### config.mk
export PLATFORM = sky130hd
export DESIGN_NAME = interp_frame_ctrl
export DESIGN_NICKNAME = d
export VERILOG_FILES = /design/src/rtl/interp_frame_ctrl.sv
export SDC_FILE = /design/constraint.sdc
export NUM_CORES = 1
export LEC_CHECK = 0
export ABC_AREA = 1
export BUFFER_PORTS_ARGS = -buffer_cell sky130_fd_sc_hd__clkbuf_2
export CORE_MARGIN = 4
export CORE_UTILIZATION = 35
export CTS_CLUSTER_SIZE = 25
export DETAILED_ROUTE_END_ITERATION = 12
export SETUP_SLACK_MARGIN = 0.02
export SLEW_MARGIN = 20
export SYNTH_ARGS = -nofsm -noshare
export SYNTH_HDL_FRONTEND = slang
export SYNTH_SLANG_ARGS = --single-unit
### constraint.sdc
create_clock -name clk -period 2 [get_ports clk]
set_input_delay 0.2 -clock clk [delete_from_list [all_inputs] [get_ports clk]]
set_output_delay 0.2 -clock clk [all_outputs]
set_load 0.01 [all_outputs]
### src/rtl/interp_frame_ctrl.sv
// Frame sequencer: fills the interpolation RAM with one frame, then drains it
// as a 2x linearly interpolated stream (sample, midpoint, sample, ...).
module interp_frame_ctrl #(
  parameter int unsigned ADDR_WIDTH = 10,
  parameter int unsigned DATA_WIDTH = 32,
  parameter int unsigned FRAME_LEN  = 1024
) (
  input  logic                  clk,
  input  logic                  rst_n,
  input  logic [DATA_WIDTH-1:0] s_data,
  input  logic                  s_valid,
  output logic                  s_ready,
  output logic [DATA_WIDTH-1:0] m_data,
  output logic                  m_valid,
  input  logic                  m_ready,
  output logic                  m_last,
  output logic                  frame_done,
  output logic [DATA_WIDTH-1:0] ram_wr_data,
  output logic [ADDR_WIDTH-1:0] ram_wr_addr,
  output logic                  ram_wr_en,
  output logic [ADDR_WIDTH-1:0] ram_rd_addr,
  input  logic [DATA_WIDTH-1:0] ram_rd_data
);

  typedef enum logic [1:0] {FILL, PRIME1, PRIME2, DRAIN} state_t;

  localparam logic [ADDR_WIDTH-1:0] LAST = ADDR_WIDTH'(FRAME_LEN - 1);

  state_t                state_q, state_d;
  logic [ADDR_WIDTH-1:0] wr_ptr_q, wr_ptr_d;
  logic [ADDR_WIDTH-1:0] n_q, n_d;
  logic [ADDR_WIDTH-1:0] rd_addr_q, rd_addr_d;
  logic [DATA_WIDTH-1:0] a_q, a_d;
  logic [DATA_WIDTH-1:0] b_q, b_d;
  logic                  phase_q, phase_d;
  logic                  b_pend_q, b_pend_d;
  logic                  s_ready_q, s_ready_d;
  logic                  in_xfer;
  logic                  out_xfer;
  logic [DATA_WIDTH:0]   sum;

  function automatic logic [ADDR_WIDTH-1:0] clamp(input logic [ADDR_WIDTH:0] k);
    logic [ADDR_WIDTH-1:0] r;
    if (k > {1'b0, LAST}) r = LAST;
    else                  r = k[ADDR_WIDTH-1:0];
    return r;
  endfunction

  // s_ready is a flop rather than a decode of state so it reads 0 during reset
  assign s_ready     = s_ready_q;
  assign in_xfer     = s_valid & s_ready_q;
  assign ram_wr_en   = in_xfer;
  assign ram_wr_addr = wr_ptr_q;
  assign ram_wr_data = in_xfer ? s_data : '0;
  assign ram_rd_addr = rd_addr_d;

  assign m_valid    = (state_q == DRAIN);
  assign out_xfer   = m_valid & m_ready;
  assign m_last     = m_valid & phase_q & (n_q == LAST);
  assign frame_done = out_xfer & m_last;
  assign sum        = {a_q[DATA_WIDTH-1], a_q} + {b_q[DATA_WIDTH-1], b_q};
  assign m_data     = phase_q ? sum[DATA_WIDTH:1] : a_q;

  always_comb begin
    state_d   = state_q;
    wr_ptr_d  = wr_ptr_q;
    n_d       = n_q;
    rd_addr_d = rd_addr_q;
    a_d       = a_q;
    b_d       = b_q;
    phase_d   = phase_q;
    b_pend_d  = b_pend_q;
    case (state_q)
      FILL: begin
        if (in_xfer) begin
          if (wr_ptr_q == LAST) begin
            wr_ptr_d = '0;
            state_d  = PRIME1;
          end else begin
            wr_ptr_d = wr_ptr_q + 1'b1;
          end
        end
      end
      PRIME1: begin
        rd_addr_d = '0;
        state_d   = PRIME2;
      end
      PRIME2: begin
        a_d       = ram_rd_data;
        rd_addr_d = clamp((ADDR_WIDTH+1)'(1));
        n_d       = '0;
        phase_d   = 1'b0;
        b_pend_d  = 1'b1;
        state_d   = DRAIN;
      end
      DRAIN: begin
        if (b_pend_q) begin
          b_d      = ram_rd_data;
          b_pend_d = 1'b0;
        end
        if (out_xfer) begin
          if (!phase_q) begin
            phase_d = 1'b1;
          end else begin
            rd_addr_d = clamp({1'b0, n_q} + (ADDR_WIDTH+1)'(2));
            phase_d   = 1'b0;
            if (m_last) begin
              n_d      = '0;
              b_pend_d = 1'b0;
              state_d  = FILL;
            end else begin
              a_d      = b_q;
              n_d      = n_q + 1'b1;
              b_pend_d = 1'b1;
            end
          end
        end
      end
      default: state_d = FILL;
    endcase
    s_ready_d = (state_d == FILL);
  end

  always_ff @(posedge clk or negedge rst_n) begin
    if (!rst_n) begin
      state_q   <= FILL;
      wr_ptr_q  <= '0;
      n_q       <= '0;
      rd_addr_q <= '0;
      a_q       <= '0;
      b_q       <= '0;
      phase_q   <= 1'b0;
      b_pend_q  <= 1'b0;
      s_ready_q <= 1'b0;
    end else begin
      state_q   <= state_d;
      wr_ptr_q  <= wr_ptr_d;
      n_q       <= n_d;
      rd_addr_q <= rd_addr_d;
      a_q       <= a_d;
      b_q       <= b_d;
      phase_q   <= phase_d;
      b_pend_q  <= b_pend_d;
      s_ready_q <= s_ready_d;
    end
  end

endmodule
# == Word-level counts from Yosys, hierarchy flattened ==
# Index checks and enable logic that the tools add are counted.
# Widths: inputs -> output; s select.
# word_totals
reg_bits,99
latchBits,0
ram_bits,0
romBits,0
out_inout_bits,89
memories,0
# classes
add_sub_neg,4
mul,0
div_mod_pow,0
n_lt_le_gt_ge,1
eq_ne,8
shift,0
mux,28
bitwise,5
n_reduce_logical,8
# ops
operator,n
$mux 32,5
$mux 10,7
$pmux 32 s2,1
$add 32x32->33,1
$pmux 10 s3,1
$add 10x1->10 const B,2
$eq 10x10->1 const B,2
$pmux 10 s2,1
$add 10x2->11 const B,1
$gt 11x10->1 const B,1
$mux 2,5
$pmux 2 s4,1
$reduce_and 2->1,3
$and 1x1->1,5
$mux 1,5
$eq 2x2->1 const B,2
$logic_not 2->1,2
$ne 2x1->1 const B,2
$pmux 1 s2,2
$reduce_and 4->1,1
$reduce_and 3->1,1
$eq 2x1->1 const B,1
$ne 2x2->1 const B,1
$reduce_bool 2->1,1

# == Depth between registers and ports, before layout ==
# Gate-level depths: netlist of the first run.
# logic_depth
word_depth,8
ltp_mapped,14
ltp_nobuf,14

# == Least setup slack after synthesis of the first run ==
# No wires, ideal clock.
# synth_timing
path_kind,register -> output
startpoint,register b_q[0]
endpoint,output m_data[15]
t_arrival_ps,1758
path_slack_ps,42
path_stages_with_launch,12
path_buffers,0
path_cell_list,dfrtp_1 -> nand2_1 -> inv_1 -> fa_1 -> nand2_1 -> nand2_1 -> nand3_1 -> nand2_1 -> nand2_1 -> nand2_1 -> xnor2_1 -> o21ai_0
# synth_between
elab_chain_len,2
# synth_lines
item,line,source
from (decl),34,"logic [DATA_WIDTH-1:0] b_q, b_d;"
from (signal assigned),131,b_q <= '0;
from (signal assigned),141,b_q <= b_d;
$add 32x32->33,61,"assign sum = {a_q[DATA_WIDTH-1], a_q} + {b_q[DATA_WIDTH-1], b_q};"
$mux 32,62,assign m_data = phase_q ? sum[DATA_WIDTH:1] : a_q;
to (decl),13,"output logic [DATA_WIDTH-1:0] m_data,"
# Every way passes these cells.

# == Worst setup path in the final report of the first run ==
# layout_timing
startpoint,register b_q[0]
endpoint,output m_data[13]
# The elaborated chain is that of the path after synthesis.

==> results of run 1 <==
-- worst register-to-register path, stage by stage, from the launching register on --
cell	delay, ns
dfrtp_1	0.42
buf_6	0.13
buf_6	0.10
buf_6	0.10
buf_6	0.11
buf_6	0.11
ha_4	0.16
nand2_4	0.07
nor2_4	0.05
nand4_4	0.09
nor2_8	0.04
buf_6	0.11
buf_12	0.14
nor2_4	0.18
buf_12	0.19
nor2_2	0.04
a31oi_1	0.13
-- kinds of logic after synthesis --
| logic type | synth area share |
|---|---|
| AND/OR/NAND/NOR | 0.345 |
| buffers and inverters | 0.125 |
| AO/OA/AOI/OAI | 0.102 |
| flip-flops | 0.312 |
| adder cells (fa/ha/maj) | 0.0608 |
| multiplexers | 0.0326 |
| XOR/XNOR | 0.0230 |
-- state kept, by name (all words and copies together) (netlist names) --
signal,cells
ram_wr_addr,10
a_q,32
phase_q,1
n_q,10
b_q,32
state_q,2
b_pend_q,1
s_ready,1
rd_addr_q,10
-- cell usage in the layout, fill, tap and decap left out, drive strengths merged, types with 24 or more instances in the layout --
master / count
ha: 37
buf: 203
nand2: 451
clkbuf: 131
a31oi: 24
nand3: 50
o21ai: 45
inv: 217
dfrtp: 99
a21oi: 35
nor2: 125
-- layout make-up --
| class | count | share of cell area |
|---|---|---|
| Sequential cell | 99 | 0.205 |
| Multi-Input combinational cell | 866 | 0.480 |
| Inverter | 216 | 0.0681 |
| Tap cell | 280 | 0.0290 |
| Clock buffer | 12 | 0.0212 |
| Clock inverter | 4 | 0.00641 |
| Timing Repair Buffer | 323 | 0.190 |
-- metal layers --
layer  GRT usage  vias up
met3      0.0367       66
met4      0.0816        8
met1       0.243     4014
li1            -     4364
met2       0.367      231
met5           0        -
-- Yosys cell counts (all sizes together) --
| cell | count |
|---|---|
| o21bai | 1 |
| nand3b | 8 |
| nand3 | 50 |
| o32ai | 1 |
| mux2 | 23 |
| and2 | 4 |
| clkbuf | 15 |
| fa | 1 |
| xor2 | 7 |
| nand2 | 451 |
| o41ai | 1 |
| nor2 | 122 |
| xnor2 | 13 |
| o21ai | 45 |
| nand4 | 13 |
| o22ai | 7 |
| inv | 216 |
| a31oi | 24 |
| and3 | 1 |
| nor3 | 10 |
| o211ai | 9 |
| a21oi | 35 |
| ha | 37 |
| buf | 16 |
| dfrtp | 99 |
-- power by group through the flow --
stage | combinational [mW] | sequential [mW] | clock (mW)
after floorplan | 4.20 | 2.78 | 0
after global placement | 6.98 | 2.79 | 0
after detailed placement | 7.02 | 2.82 | 0
after CTS | 8.56 | 2.93 | 2.06
after global routing | 10.7 | 3.01 | 2.14
final | 9.81 | 2.94 | 2.02
-- repair_timing --
item	in CTS	in global routing
hold endpoints to repair	31	0
endpoints found under the setup margin	75	72
gates cloned	3	1
hold buffers	1	0
buffers inserted	24	19
resized for setup	200	190
pin swaps	88	66
-- worst min-delay path by stage --
stage                         start      endpoint  slack [ns]  cells past startpoint
CTS                 ram_rd_data[23]       b_q[23]        0.08                      2
floorplan                     rst_n        a_q[0]        -0.1                      0
global placement              rst_n  rd_addr_q[5]        0.18                      1
finish              ram_rd_data[26]       a_q[26]        0.08                      3
detailed placement            rst_n  rd_addr_q[5]        0.19                      1
global route        ram_rd_data[30]       b_q[30]        0.09                      2
==> out/qor.csv, run 1 <==
metric,value,unit
outcome,finished with violations,
violations,negative setup slack,
insertion_delay,0.36,ns
dieArea,25200,um^2
synth_area_leader_cell,dfrtp_1,
worstSetupPathDepth,13,
dieWidth,159,um
place_area,9850,um^2
fin_cells,1800,
die_h,159,um
criticalPathCategory,reg -> out,
max_stage_delay,0.39,ns
setup_viol,75,
route.detailed.drc,0,
num_rows,54,
path_common_cell,nand2_2,
synth_top_cell_area_share,0.312,
fin_ws,-0.501,ns
hpwl,18700,um
vias_per_cell,4.82,
core,22100,um^2
intPower,8.23,mW
clock.fmax,0.400,GHz
n_antenna_cell,0,
synth_cell_types,40,
synthesis.area,7950,um^2
dp_cells,1737,
slew_headroom,0.615,
start_kind,register,
p_leak,6.42,nW
crit_path_max_fanout,3,
utilization,0.548,
crit_slowest_cell,fa_2,
fin_crit,2.50,ns
drt-total-wl,26400,um
reg2reg_depth,16,
drv_cap,0,
drv_slew,0,
syn_nets,1315,
drt-pass1-iter-count,5,
synth_area_leaders,"dfrtp_1 31%, nand2_1 21%, inv_1 9.8%",
synth.avg_cell_area,6.57,um^2
ctsRootBufferMaster,clkbuf_16,
wl_per_cell,14.7,um
wl_met1,10700,um
worst_pin_slew,0.577,ns
dr_wl_met3,1350,um
worstPathRequired,1.80,ns
cp-endpoint,m_data[13],
route.top_layer_used,met5,
rsz0062_at_grt,yes,
path_cells,"nand2_1, inv_2, fa_2, nand2_2, nand2_4, nand3_2, nand2_2, nand2_2, nand2_4, buf_4, xnor2_1, o21ai_2, buf_2",
hold_path_class,in -> reg,
ys_seq_area_frac,0.312,
post-route-period-util,1.25,
final_nets,1621,
cts_tree,yes,
cpLargestDelayFamily,simple AND/OR/NAND/NOR gates,
multi_input_area,5810,um^2
powerDensity,1220,nW/um^2
critPathArrivalTime,2.30,ns
htree_num_levels,3,
timing.hold.ws,0.0840,ns
gp_congestion,0.920,
tns,-20.80,ns
peakVddDrop,0.569,mV
grtUsageTotal,0.205,
route.vias.total,8683,
num-fill-cells,1991,
clockBufferDepth,2,
grt_antenna_before_repair,4,
combPwrFrac,0.664,
r2r-start,n_q[1],
rr_endpoint,a_q[27],
grt_pass1_vias,8697,
final_area,12100,um^2
port_buffers,156,
initial_utilization,0.360,
regToRegSetupSlack,-0.24,ns
drive_above_1_share,0.432,
worstSetupStartpoint,b_q[0],
grt_max_degree,43,
initialDrtViolationCount,402,
p_clk_frac,0.137,
switchingPower,6.54,mW
regArea,2480,um^2
preCtsSetupSlack,-0.332,ns
p_seq_frac,0.199,
grt_first_pass_wirelength,41500,um
cp-end-kind,primary output,
cts_num_sinks,99,
syn2layout_area_growth,52.3,%
io-pin-count,157,
switching_share,0.443,
yosys_warnings,0,
total_power,14.8,mW
cts_buffers,9,
clkTransAtPathRegs,0.07,ns
syn-instance-count,1209,
route.met2.wl,13500,um
synth_seq_cells,99,
grt_overflow,0,
drtAntennaViolNets,0,
finalHoldViolCount,0,
critPathBufInv,3,
fin_skew,0.00698,ns
No activity file was read; power rests on OpenSTA's default activity.
==> run 2: changes to the inputs <==
CTS_BUF_LIST = sky130_fd_sc_hd__clkbuf_16   (was not set)
==> run 2 against run 1 <==
  * The flow still finishes with violations (negative setup slack)
  * Clock-buffer cell count fell by 3
  * Final cell count fell by 0.17%
  * Critical path depth did not move
  * Power fell by 1.6%
  * Register-to-register slack improved by 0.33 ns
  * Sequential power barely moved
  * Clock power fell by 4%
==> out/qor.csv, run 2 (synthesis results as in run 1) <==
metric,value,unit
outcome,finished with violations,
violations,negative setup slack,
cp-end-kind,primary output,
dieWidth,159,um
rr_endpoint,a_q[24],
hold_path_class,in -> reg,
drive_above_1_share,0.426,
route.vias.total,8635,
start_kind,register,
worstSetupPathDepth,13,
htree_num_levels,3,
drv_slew,0,
grtUsageTotal,0.205,
gp_congestion,0.920,
peakVddDrop,0.566,mV
ctsRootBufferMaster,clkbuf_16,
post-route-period-util,1.26,
tns,-14.13,ns
rsz0062_at_grt,yes,
insertion_delay,0.36,ns
route.top_layer_used,met5,
max_stage_delay,0.39,ns
drtAntennaViolNets,0,
grt_overflow,0,
crit_slowest_cell,fa_2,
total_power,14.5,mW
p_seq_frac,0.202,
drt-total-wl,26100,um
fin_cells,1797,
cts_num_sinks,99,
n_antenna_cell,0,
syn2layout_area_growth,50.4,%
initial_utilization,0.360,
r2r-start,n_q[1],
worst_pin_slew,0.574,ns
drv_cap,0,
final_common_cell,nand2_1,
io-pin-count,157,
wl_met1,10900,um
finalHoldViolCount,0,
clockBufferDepth,2,
vias_per_cell,4.81,
fin_skew,0.00870,ns
dieArea,25200,um^2
combPwrFrac,0.665,
critPathBufInv,3,
path_cells,"nand2_1, inv_2, fa_2, nand2_2, nand2_4, nand3_2, nand2_2, nand2_2, nand2_4, buf_6, xnor2_4, o21ai_2, buf_2",
final_nets,1618,
final_cell_mix,"350 x nand2_1, 194 x inv_1, 144 x buf_4, 117 x clkbuf_2, 97 x dfrtp_1",
reg2reg_depth,13,
clkTransAtPathRegs,0.07,ns
clock.fmax,0.396,GHz
wl_per_cell,14.5,um
final_area,12000,um^2
grt_max_degree,43,
worstPathRequired,1.80,ns
path_common_cell,nand2_2,
core,22100,um^2
switching_share,0.445,
worstSetupStartpoint,b_q[0],
switchingPower,6.46,mW
p_clk_frac,0.133,
route.met2.wl,13200,um
num_rows,54,
port_buffers,156,
top_regs,"a_q: 32 flops, b_q: 32 flops",
drt-pass1-iter-count,5,
die_h,159,um
grt_first_pass_wirelength,41400,um
fin_ws,-0.526,ns
initialDrtViolationCount,462,
place_area,9850,um^2
fin_crit,2.53,ns
dr_wl_met3,1170,um
crit_path_max_fanout,3,
hpwl,18700,um
p_leak,6.37,nW
regToRegSetupSlack,0.09,ns
grt_pass1_vias,8700,
criticalPathCategory,reg -> out,
cp-endpoint,m_data[13],
setup_viol,43,
cts_tree,yes,
cpLargestDelayFamily,simple AND/OR/NAND/NOR gates,
dp_cells,1737,
critPathArrivalTime,2.33,ns
cts_buffers,9,
slew_headroom,0.617,
grt_antenna_before_repair,4,
powerDensity,1220,nW/um^2
route.detailed.drc,0,
intPower,8.08,mW
==> run 2: changes by cell type in the layout (fill, tap and decap cells not counted), sizes merged <==
| cell | previous run | this run |
|---|---|---|
| clkbuf | 131 | 128 |
| clkinv | 0 | 2 |
| inv | 217 | 218 |
| buf | 203 | 200 |
==> run 2: worst min path at each step <==
stage / startpoint / end / slack [ns] / depth (start not counted)
5_1_grt: ram_rd_data[30] / b_q[30] / 0.09 / 2
3_3_place_gp: rst_n / rd_addr_q[5] / 0.18 / 1
3_5_place_dp: rst_n / rd_addr_q[5] / 0.19 / 1
6_report: ram_rd_data[12] / b_q[12] / 0.08 / 2
4_1_cts: ram_rd_data[23] / b_q[23] / 0.08 / 2
2_1_floorplan: rst_n / a_q[0] / -0.1 / 0
==> run 2: area by class of cell <==
| type | count | area [um^2] |
|---|---|---|
| inverter | 216 | 822 |
| sequential | 99 | 2480 |
| clock inverter | 7 | 88.8 |
| timing repair buffer | 320 | 2250 |
| fill | 2012 | 10100 |
| clock buffer | 9 | 225 |
| tap | 280 | 350 |
| multi-input combinational | 866 | 5740 |
==> run 2: power by group through the flow <==
| stage | Combinational [mW] | Clock (mW) | Sequential (mW) |
|---|---|---|---|
| after floorplan | 4.20 | 0 | 2.78 |
| after global placement | 6.98 | 0 | 2.79 |
| after detailed placement | 7.02 | 0 | 2.82 |
| after CTS | 8.52 | 1.98 | 2.92 |
| after global routing | 10.6 | 2.05 | 3.01 |
| final | 9.67 | 1.93 | 2.94 |
==> run 2: stage by stage <==
step                      setup WS, ns   util  hold WS, ns
final                           -0.526  0.541       0.0844
after global routing            -0.623  0.541       0.0931
after CTS                       -0.486  0.509       0.0788
after detailed placement        -0.332  0.446        0.190
after global placement          -0.309  0.446        0.183
after floorplan                 0.0418      -      -0.0956
==> run 2: metal layers <==
metal,global-route usage,vias to the layer above
met4,0.0780,8
met5,0,-
li1,-,4368
met2,0.369,206
met3,0.0370,61
met1,0.242,3992
==> run 2: timing repair <==
action,4_1_cts,5_1_grt
pin swaps,82,77
setup buffers,22,22
setup endpoints to repair,75,71
gates resized for setup,200,169
hold buffers,1,0
endpoints found under the hold margin,31,0
gates cloned,3,0
==> run 3: changes to the inputs <==
RECOVER_POWER = 100   (was not set)
==> run 3 against run 2 <==
  * The flow still finishes with violations (negative setup slack)
  * Sequential power about the same
  * Worst hold slack about the same
  * Sequential share of layout area rose by 0.25 points
  * Combinational power is 0.4% lower
  * Non-clock buffer count unchanged
  * Cell area shrank 1.2%
  * Critical path type unchanged
==> out/qor.csv, run 3 (synthesis results as in run 1) <==
metric,value,unit
worstSetupStartpoint,b_q[0],
insertion_delay,0.36,ns
gp_congestion,0.920,
initialDrtViolationCount,516,
grt_overflow,0,
final_nets,1618,
route.detailed.drc,0,
core,22100,um^2
hpwl,18700,um
post-route-period-util,1.26,
r2r-start,n_q[1],
htree_num_levels,3,
clkTransAtPathRegs,0.07,ns
port_buffers,156,
rsz0062_at_grt,yes,
grt_max_degree,43,
vias_per_cell,4.82,
die_h,159,um
slew_headroom,0.427,
syn2layout_area_growth,48.6,%
p_leak,6.19,nW
start_kind,register,
cp-end-kind,primary output,
dieWidth,159,um
drv_slew,0,
grt_first_pass_wirelength,41400,um
fin_crit,2.52,ns
dieArea,25200,um^2
route.vias.total,8663,
initial_utilization,0.360,
peakVddDrop,0.558,mV
grtUsageTotal,0.205,
criticalPathCategory,reg -> out,
worst_pin_slew,0.860,ns
critPathArrivalTime,2.32,ns
final_cell_mix,"351 x nand2_1, 195 x inv_1, 138 x buf_4, 97 x dfrtp_1, 79 x clkbuf_2",
utilization,0.534,
drv_cap,0,
top_regs,"a_q: 32 flops, b_q: 32 flops",
drive_above_1_share,0.392,
grt_antenna_before_repair,4,
wl_per_cell,14.5,um
drtAntennaViolNets,0,
clock.fmax,0.396,GHz
dp_cells,1737,
powerDensity,1230,nW/um^2
crit_path_max_fanout,3,
drt-total-wl,26100,um
fin_skew,0.00882,ns
setup_viol,84,
fin_cells,1797,
clockBufferDepth,2,
min_from,ram_rd_data[12],
cts_num_sinks,99,
cts_tree,yes,
violations,negative setup slack,
n_antenna_cell,0,
grt_pass1_vias,8700,
cts_buffers,9,
ctsRootBufferMaster,clkbuf_16,
drt-pass1-iter-count,5,
hold_path_class,in -> reg,
outcome,finished with violations,
fin_ws,-0.523,ns
io-pin-count,157,
num_rows,54,
finalHoldViolCount,0,
worstPathRequired,1.80,ns
final_common_cell,nand2_1,
-- run 3: timing repair --
item,in CTS,in global routing
setup buffers,22,22
hold endpoints to repair,31,0
cloned,3,0
pin swaps,82,77
hold buffers,1,0
gates resized for setup,200,169
endpoints found under the setup margin,75,71
-- run 3: power breakdown --
group	internal [mW]	switching (mW)
registers	2.46	0.484
clock network	1.09	0.840
logic	4.50	5.12
-- run 3: path summary, 6_finish.rpt --
| path | endpoint | depth (start not counted) | slack (ns) |
|---|---|---|---|
| setup / recovery | m_data[13] | 13 | -0.52 |
| hold / removal | b_q[12] | 2 | 0.08 |
| setup reg to reg | a_q[8] | 12 | -0.16 |
| hold reg to reg | ram_wr_addr[4] | 1 | 0.49 |
| max in group asynchronous | b_q[25] | 3 | 0.36 |
| min in group asynchronous | rd_addr_q[4] | 2 | 0.48 |
-- run 3: through the flow --
step	TNS, ns	hold slack (ns)	power (mW)	worst slack (ns)	area, um^2
after floorplan	0	-0.0956	6.98	0.0418	7950
after global placement	-7.75	0.183	9.77	-0.309	9850
after detailed placement	-9.03	0.190	9.84	-0.332	9850
after CTS	-15.12	0.0788	13.4	-0.486	11200
after global routing	-31.16	0.0930	15.6	-0.623	11800
final	-19.94	0.0847	14.5	-0.523	11800
-- run 3: critical path, stage by stage (launching register included) --
cell and delay, ns:
dfrtp_1 0.38, nand2_1 0.08, inv_2 0.05, fa_2 0.39, nand2_2 0.09, nand2_4 0.06
nand3_2 0.07, nand2_2 0.08, nand2_2 0.08, nand2_4 0.06, buf_6 0.13, xnor2_4 0.12
o21ai_2 0.20, buf_2 0.17
-- run 3: final cells by class --
type,instances,area (um^2)
fill,2052,10300
multi-input combinational,866,5690
tap,280,350
clock buffer,9,225
sequential,99,2480
inverter,216,822
clock inverter,7,88.8
timing repair buffer,320,2150
-- run 3: metal layers --
metal / vias up / track usage / share of wire
li1: 4367 / - / -
met1: 4005 / 0.242 / 0.41
met2: 221 / 0.369 / 0.51
met3: 62 / 0.0370 / 0.049
met4: 8 / 0.0780 / 0.033
met5: - / 0 / 0.0018
